`src/rtl/bits2arr_stream.sv`:
```
// Unpacks a packed LANES*LANE_W vector word into parallel byte lanes and streams them lane 0 first.
// Optional one-word prefetch buffer for bubble-free back-to-back words: BITS2ARR_PREFETCH_EN.
module bits2arr_stream #(
    parameter int unsigned LANES  = 16,
    parameter int unsigned LANE_W = 8
) (
    input  logic                               clk,
    input  logic                               rst,
    input  logic [LANES*LANE_W-1:0]            in_word,
    input  logic                               in_valid,
    output logic                               in_ready,
    output logic [LANES-1:0][LANE_W-1:0]       out_lanes,
    output logic [LANE_W-1:0]                  out_byte,
    output logic [$clog2(LANES)-1:0]           out_idx,
    output logic                               out_valid,
    input  logic                               out_ready,
    output logic                               out_last,
    output logic                               busy
);

    localparam int unsigned W  = LANES * LANE_W;
    localparam int unsigned IW = $clog2(LANES);

    typedef enum logic {
        StIdle,
        StSend
    } state_t;

    state_t                        state;
    logic [LANES-1:0][LANE_W-1:0]  lanes_q;
    logic [W-1:0]                  shreg;
    logic [IW-1:0]                 idx;
    logic                          accept;
    logic                          out_hs;
    logic                          last_hs;

`ifdef BITS2ARR_PREFETCH_EN
    logic [W-1:0]                  hold;
    logic                          hold_full;

    assign in_ready = (state == StIdle) || !hold_full;
`else
    assign in_ready = (state == StIdle);
`endif

    assign out_valid = (state == StSend);
    assign busy      = (state == StSend);
    assign out_last  = out_valid && (idx == IW'(LANES - 1));
    // The current lane always sits at the bottom of the shift register.
    assign out_byte  = shreg[LANE_W-1:0];
    assign out_idx   = idx;
    assign out_lanes = lanes_q;

    assign accept  = in_valid && in_ready;
    assign out_hs  = out_valid && out_ready;
    assign last_hs = out_hs && (idx == IW'(LANES - 1));

    always_ff @(posedge clk) begin
        if (rst) begin
            state   <= StIdle;
            lanes_q <= '0;
            shreg   <= '0;
            idx     <= '0;
`ifdef BITS2ARR_PREFETCH_EN
            hold      <= '0;
            hold_full <= 1'b0;
`endif
        end else begin
            case (state)
                StIdle: begin
                    if (accept) begin
                        lanes_q <= in_word;
                        shreg   <= in_word;
                        idx     <= '0;
                        state   <= StSend;
                    end
                end
                StSend: begin
                    if (last_hs) begin
`ifdef BITS2ARR_PREFETCH_EN
                        if (hold_full) begin
                            lanes_q   <= hold;
                            shreg     <= hold;
                            idx       <= '0;
                            hold_full <= 1'b0;
                        end else if (accept) begin
                            // Word arriving on the last-lane handshake bypasses the buffer.
                            lanes_q <= in_word;
                            shreg   <= in_word;
                            idx     <= '0;
                        end else begin
                            state <= StIdle;
                        end
`else
                        state <= StIdle;
`endif
                    end else if (out_hs) begin
                        shreg <= {{LANE_W{1'b0}}, shreg[W-1:LANE_W]};
                        idx   <= idx + IW'(1);
                    end
`ifdef BITS2ARR_PREFETCH_EN
                    if (accept && !last_hs) begin
                        hold      <= in_word;
                        hold_full <= 1'b1;
                    end
`endif
                end
                default: state <= StIdle;
            endcase
        end
    end

endmodule

```
`config.mk`:
```
export PLATFORM = sky130hd
export DESIGN_NAME = bits2arr_stream
export DESIGN_NICKNAME = d
export VERILOG_FILES = /design/src/rtl/bits2arr_stream.sv
export SDC_FILE = /design/constraint.sdc
export NUM_CORES = 1
export LEC_CHECK = 0
export ABC_AREA = 1
export BUFFER_PORTS_ARGS = -buffer_cell sky130_fd_sc_hd__buf_2
export CORE_ASPECT_RATIO = 0.5
export CORE_MARGIN = 2
export CORE_UTILIZATION = 39
export CTS_CLUSTER_DIAMETER = 80
export CTS_CLUSTER_SIZE = 10
export DETAILED_ROUTE_END_ITERATION = 8
export PLACE_DENSITY_LB_ADDON = 0.1
export SLEW_MARGIN = 20
export SYNTH_ARGS = -nofsm -noshare
export SYNTH_HDL_FRONTEND = slang
export SYNTH_SLANG_ARGS = --single-unit
```
`constraint.sdc`:
```
create_clock -name clk -period 2 [get_ports clk]
set_clock_uncertainty 0.1 [all_clocks]
set_input_delay 0.3 -clock clk [delete_from_list [all_inputs] [get_ports clk]]
set_output_delay 0.3 -clock clk [all_outputs]
set_load 0.005 [all_outputs]
```
# --- Yosys cells after proc, flatten, opt, wreduce, memory -nomap -nowiden ---
# Cells that the tools add are included.
totals:
  regBits: 261
  elab_cells: 42
  rom_bits: 0
  mem_count: 0
  mem_bits_rw: 0
  latchBits: 0
op_classes:
  bitwise: 1
  shifts: 0
  n_addsub: 1
  n_eq_ne: 4
  order_cmp: 0
  mul: 0
  n_reduce_logical: 6
  muxes: 11
  div_mod_pow: 0
ops:
  columns: ["operator", "count"]
  rows:
  - ["$mux 128", 3]
  - ["$pmux 128 s2", 1]
  - ["$mux 4", 3]
  - ["$pmux 4 s2", 1]
  - ["$add 4x1->4 const B", 1]
  - ["$eq 4x4->1 const B", 1]
  - ["$logic_and 1x1->1", 4]
  - ["$ne 2x1->1 const B", 2]
  - ["$reduce_and 3->1", 1]
  - ["$mux 1", 2]
  - ["$ne 2x2->1 const B", 1]
  - ["$pmux 1 s2", 1]
  - ["$reduce_and 2->1", 1]
  - ["$not 1->1", 1]

# --- Longest topological paths before layout ---
logic_depth:
  word_depth: 4
  ltp_mapped: 10
  mapped_depth_nobuf: 7

# --- Least setup slack after synthesis ---
# Ideal clock, no wire load.
synth_path:
  kind: "reg-to-reg"
  startpoint: "reg idx[1] (netlist: out_idx[1])"
  endpoint: "reg shreg[100]"
  arrival_time_ns: 1.275
  required_time_ns: 1.784
  stages_incl_launch_ff: 9
  n_path_buf: 2
  slack_ns: 0.509
  path_cell_list: "dfxtp_1 -> ha_1 -> nand3_1 -> nand2_2 -> nand2_4 -> buf_6 -> buf_2 -> o21ai_0 -> nor2_1"
synth_between:
  elab_chain_len: 4
synth_lines:
  columns: ["element", "line_no", "text"]
  rows:
  - ["from (decl)", "32", "logic [IW-1:0] idx;"]
  - ["from (signal assigned)", "99", "idx <= idx + IW'(1);"]
  - ["$eq 4x4->1", "56", "assign last_hs = out_hs && (idx == IW'(LANES - 1));"]
  - ["$logic_and 1x1->1", "56", null]
  - ["$ne 2x2->1 (no line)", null, null]
  - ["$reduce_and 3->1 (no line)", null, null]
  - ["to (signal assigned)", "73", "shreg <= in_word;"]
  - ["to (signal assigned)", "98", "shreg <= {{LANE_W{1'b0}}, shreg[W-1:LANE_W]};"]
  - ["to (decl)", "31", "logic [W-1:0] shreg;"]
# Every way passes these cells.
# A chain may end at the register's enable or synchronous reset.

# --- Worst setup path in the final report ---
layout_path:
  startpoint: "reg state (netlist: busy)"
  endpoint: "out in_ready"
layout_between:
  elab_chain_len: 1
layout_lines:
  columns: ["element", "line_no", "text"]
  rows:
  - ["from (decl)", "29", "state_t state;"]
  - ["from (signal assigned)", "60", "state <= StIdle;"]
  - ["from (signal assigned)", "75", "state <= StSend;"]
  - ["from (signal assigned)", "95", "state <= StIdle;"]
  - ["$not 1->1 (no line)", null, null]
  - ["to (decl)", "11", "output logic in_ready,"]
# Every way passes these cells.

==> results.md <==
- Final Hold Fails: 0
- Initial core utilization: roughly two fifths
- DRT Pass-1 Iters: 5
- Layout cell share with drive strength beyond 1: about a fifth
- Crit. End Element: output pin
- CTS Buffer Depth: 3
- Vert. Die Dim: 121 um
- Yosys cell types: 21
- Sequential share of the synthesized area: around half
- Io pins: between 200 and 300
- Yosys warns: 0
- Syn Nets: around 1600
- Initial antenna violation count: 0
- CTS buffer count: 30
- Most frequent cells in the layout: 410 x nor2_1, 274 x buf_2, 258 x dfxtp_1
- CP arrival: ~1.5 ns
- Overall routing resource usage: a little over a fifth
- Drt wl/cell: between 10 and 15 um
- Routability Congestion: ~0.8
- Die Wd: ~240 um
- Leakage power: roughly 6.7 nW
- Num rows: between 40 and 50
- Max-slew violations: 0
- Vias in the first global route: approximately 10000
- Type of element launching the critical path: flip-flop
- Hpwl dp: a little under 20000 um
- Starting DRT DRC Count: about 630
- Synth area leaders: dfxtp_1 49%, nor2_1 15%, o21ai_0 11%
- CTS root buf: clkbuf_16
- First-pass GRT wire length: ~50000 um
- TritonCTS clock tree: yes
- Routed vias: around 10000
- Final WL: between 30000 and 40000 um
- Largest area contributor in the netlist: dfxtp_1
- Critical-path maximum fanout: 29
- Most common cell after layout, fill and taps aside: nor2_1
- Hold Path Class: primary input to flip-flop
- Crit path cell chain: inv_4, buf_4, buf_2
- Register area: between 5000 and 6000 sq um
- CP max stage cell: dfxtp_4
- Fmax: 0.522 GHz
- Status: finished clean
- GRT overflow: 0
- Synthesis-to-layout area growth: 34.0%
- Multi-input gate area: 4420 sq um
- Mapped Cells: between 1000 and 1500
- Number of remaining DRC errors: 0
- Slew @ Worst Pin: 0.562 ns
- Post-DP Area: roughly 12000 sq um
- CTS Sinks: approximately 260
- Synth Register Bits: ~260
- Clk pin slew, worst setup/hold paths: 0.06 ns
- Fillers: roughly 2600
- Max rail drop VDD: between 0.5 and 0.6 mV
- # nets final: 1941
- Final worst path period need: around 1.9 ns
- Placed cell count: between 1500 and 2000
- Pwr dens: 881 nW/um^2
- Clock Latency Late Sink: roughly 0.54 ns
- Antenna viol nets, final: 0
- RSZ-0062 raised after global routing: false
- Cell area after layout: approximately 14000 sq um
- Critical Path RT: ~1.6 ns
- Area share of the largest cell type after synthesis: between 40 and 50%
- Slew headroom: between 60% and 70%
- Max Cap Violations: 0
- Antenna cells: 0
- Final setup viols: 0
- Vias/cell: between 4 and 5
- Pin count of the biggest net entering global routing: between 100 and 150
- Setup TNS: 0 ns
- Final period util: between 90% and 100%
- Max stage delay on crit path: 0.37 ns
- Synth Area per Inst: ~7.3 sq um
- Core ar.: between 20000 and 30000 sq um
- H-tree levels: 1
- Crit Path Class: flip-flop to output pin
- Non-Filler Instances: around 2200
- Mapped cell area: approximately 11000 sq um
- Port buffer count: about 280
- Die area: between 20000 and 30000 sq um
report_power, final:
part	switching, mW	leakage [nW]	total (mW)	internal [mW]
Clock	2.03	0.389	4.74	2.72
Combinational	1.10	4.16	1.95	0.850
Sequential	0.219	2.16	5.87	5.65
kinds of logic after synthesis:
family,count (synthesis),share of synthesized area (%)
flops,261,49.1
simple gates,657,23.6
fa+ha+maj,1,0.118
compound gates,338,17.8
buf+inv,204,9.36
cell type report:
| class | count | area share [%] |
|---|---|---|
| inverter | 84 | 2.30 |
| timing repair buffer | 435 | 21.3 |
| multi-input combinational | 996 | 31.0 |
| clock inverter | 1 | 0.0615 |
| sequential | 261 | 36.7 |
| clock buffer | 33 | 5.50 |
| tap | 352 | 3.09 |
synthesized netlist by cell type:
cell	count
a211oi_1	74
a211oi_2	2
a21oi_1	20
buf_1	1
buf_2	43
buf_4	18
buf_6	14
clkbuf_1	44
dfxtp_1	261
ha_1	1
inv_1	79
inv_2	4
inv_4	1
nand2_1	230
nand2_2	1
nand2_4	1
nand2_8	1
nand3_1	12
nor2_1	411
nor3_1	1
o21ai_0	242
worst max-delay path: cells and delay by family (launching register included):
family                 cells  cell delay (ns)
buffers and inverters      3             0.61
DFF                        1             0.37
routing by layer:
layer / vias up / GRT usage (%) / part of all wire [%]
met5: - / 0 / 0
met4: 0 / 5.31 / 2.0
met3: 52 / 3.81 / 4.0
met2: 202 / 36.0 / 47
met1: 4726 / 28.2 / 47
li1: 5351 / - / -
registers in the layout, summed over array words and instances, names as in the netlist:
signal and flops:
busy 1, shreg 128, out_lanes 128, out_idx 4
metrics by stage:
stage                     power [mW]  utilization (%)  setup WS, ns  hold WS (ns)
final                           12.6             53.6        0.0838        0.0297
after global routing            13.3             53.6       0.00804        0.0863
after CTS                       12.7             53.6        0.0145       0.00430
after detailed placement        7.71             45.7         0.344         0.359
after global placement          7.68             45.7         0.334         0.354
after floorplan                 7.06                -         0.509         0.294
what timing repair did:
item,CTS,global route
hold buffers,129,0
setup endpoints to repair,4,1
resized for setup,0,4
buffers inserted,2,0
hold endpoints to repair,160,0
final timing paths:
kind	start	endpoint	slack, ns	cells past startpoint
hold reg to reg	out_lanes[124]	out_lanes[124]	0.37	2
setup reg to reg	out_idx[0]	shreg[10]	0.36	7
hold / removal	in_valid	busy	0.03	3
setup / recovery	busy	in_ready	0.08	3
Note: power is estimated with default switching activity, not from simulation.
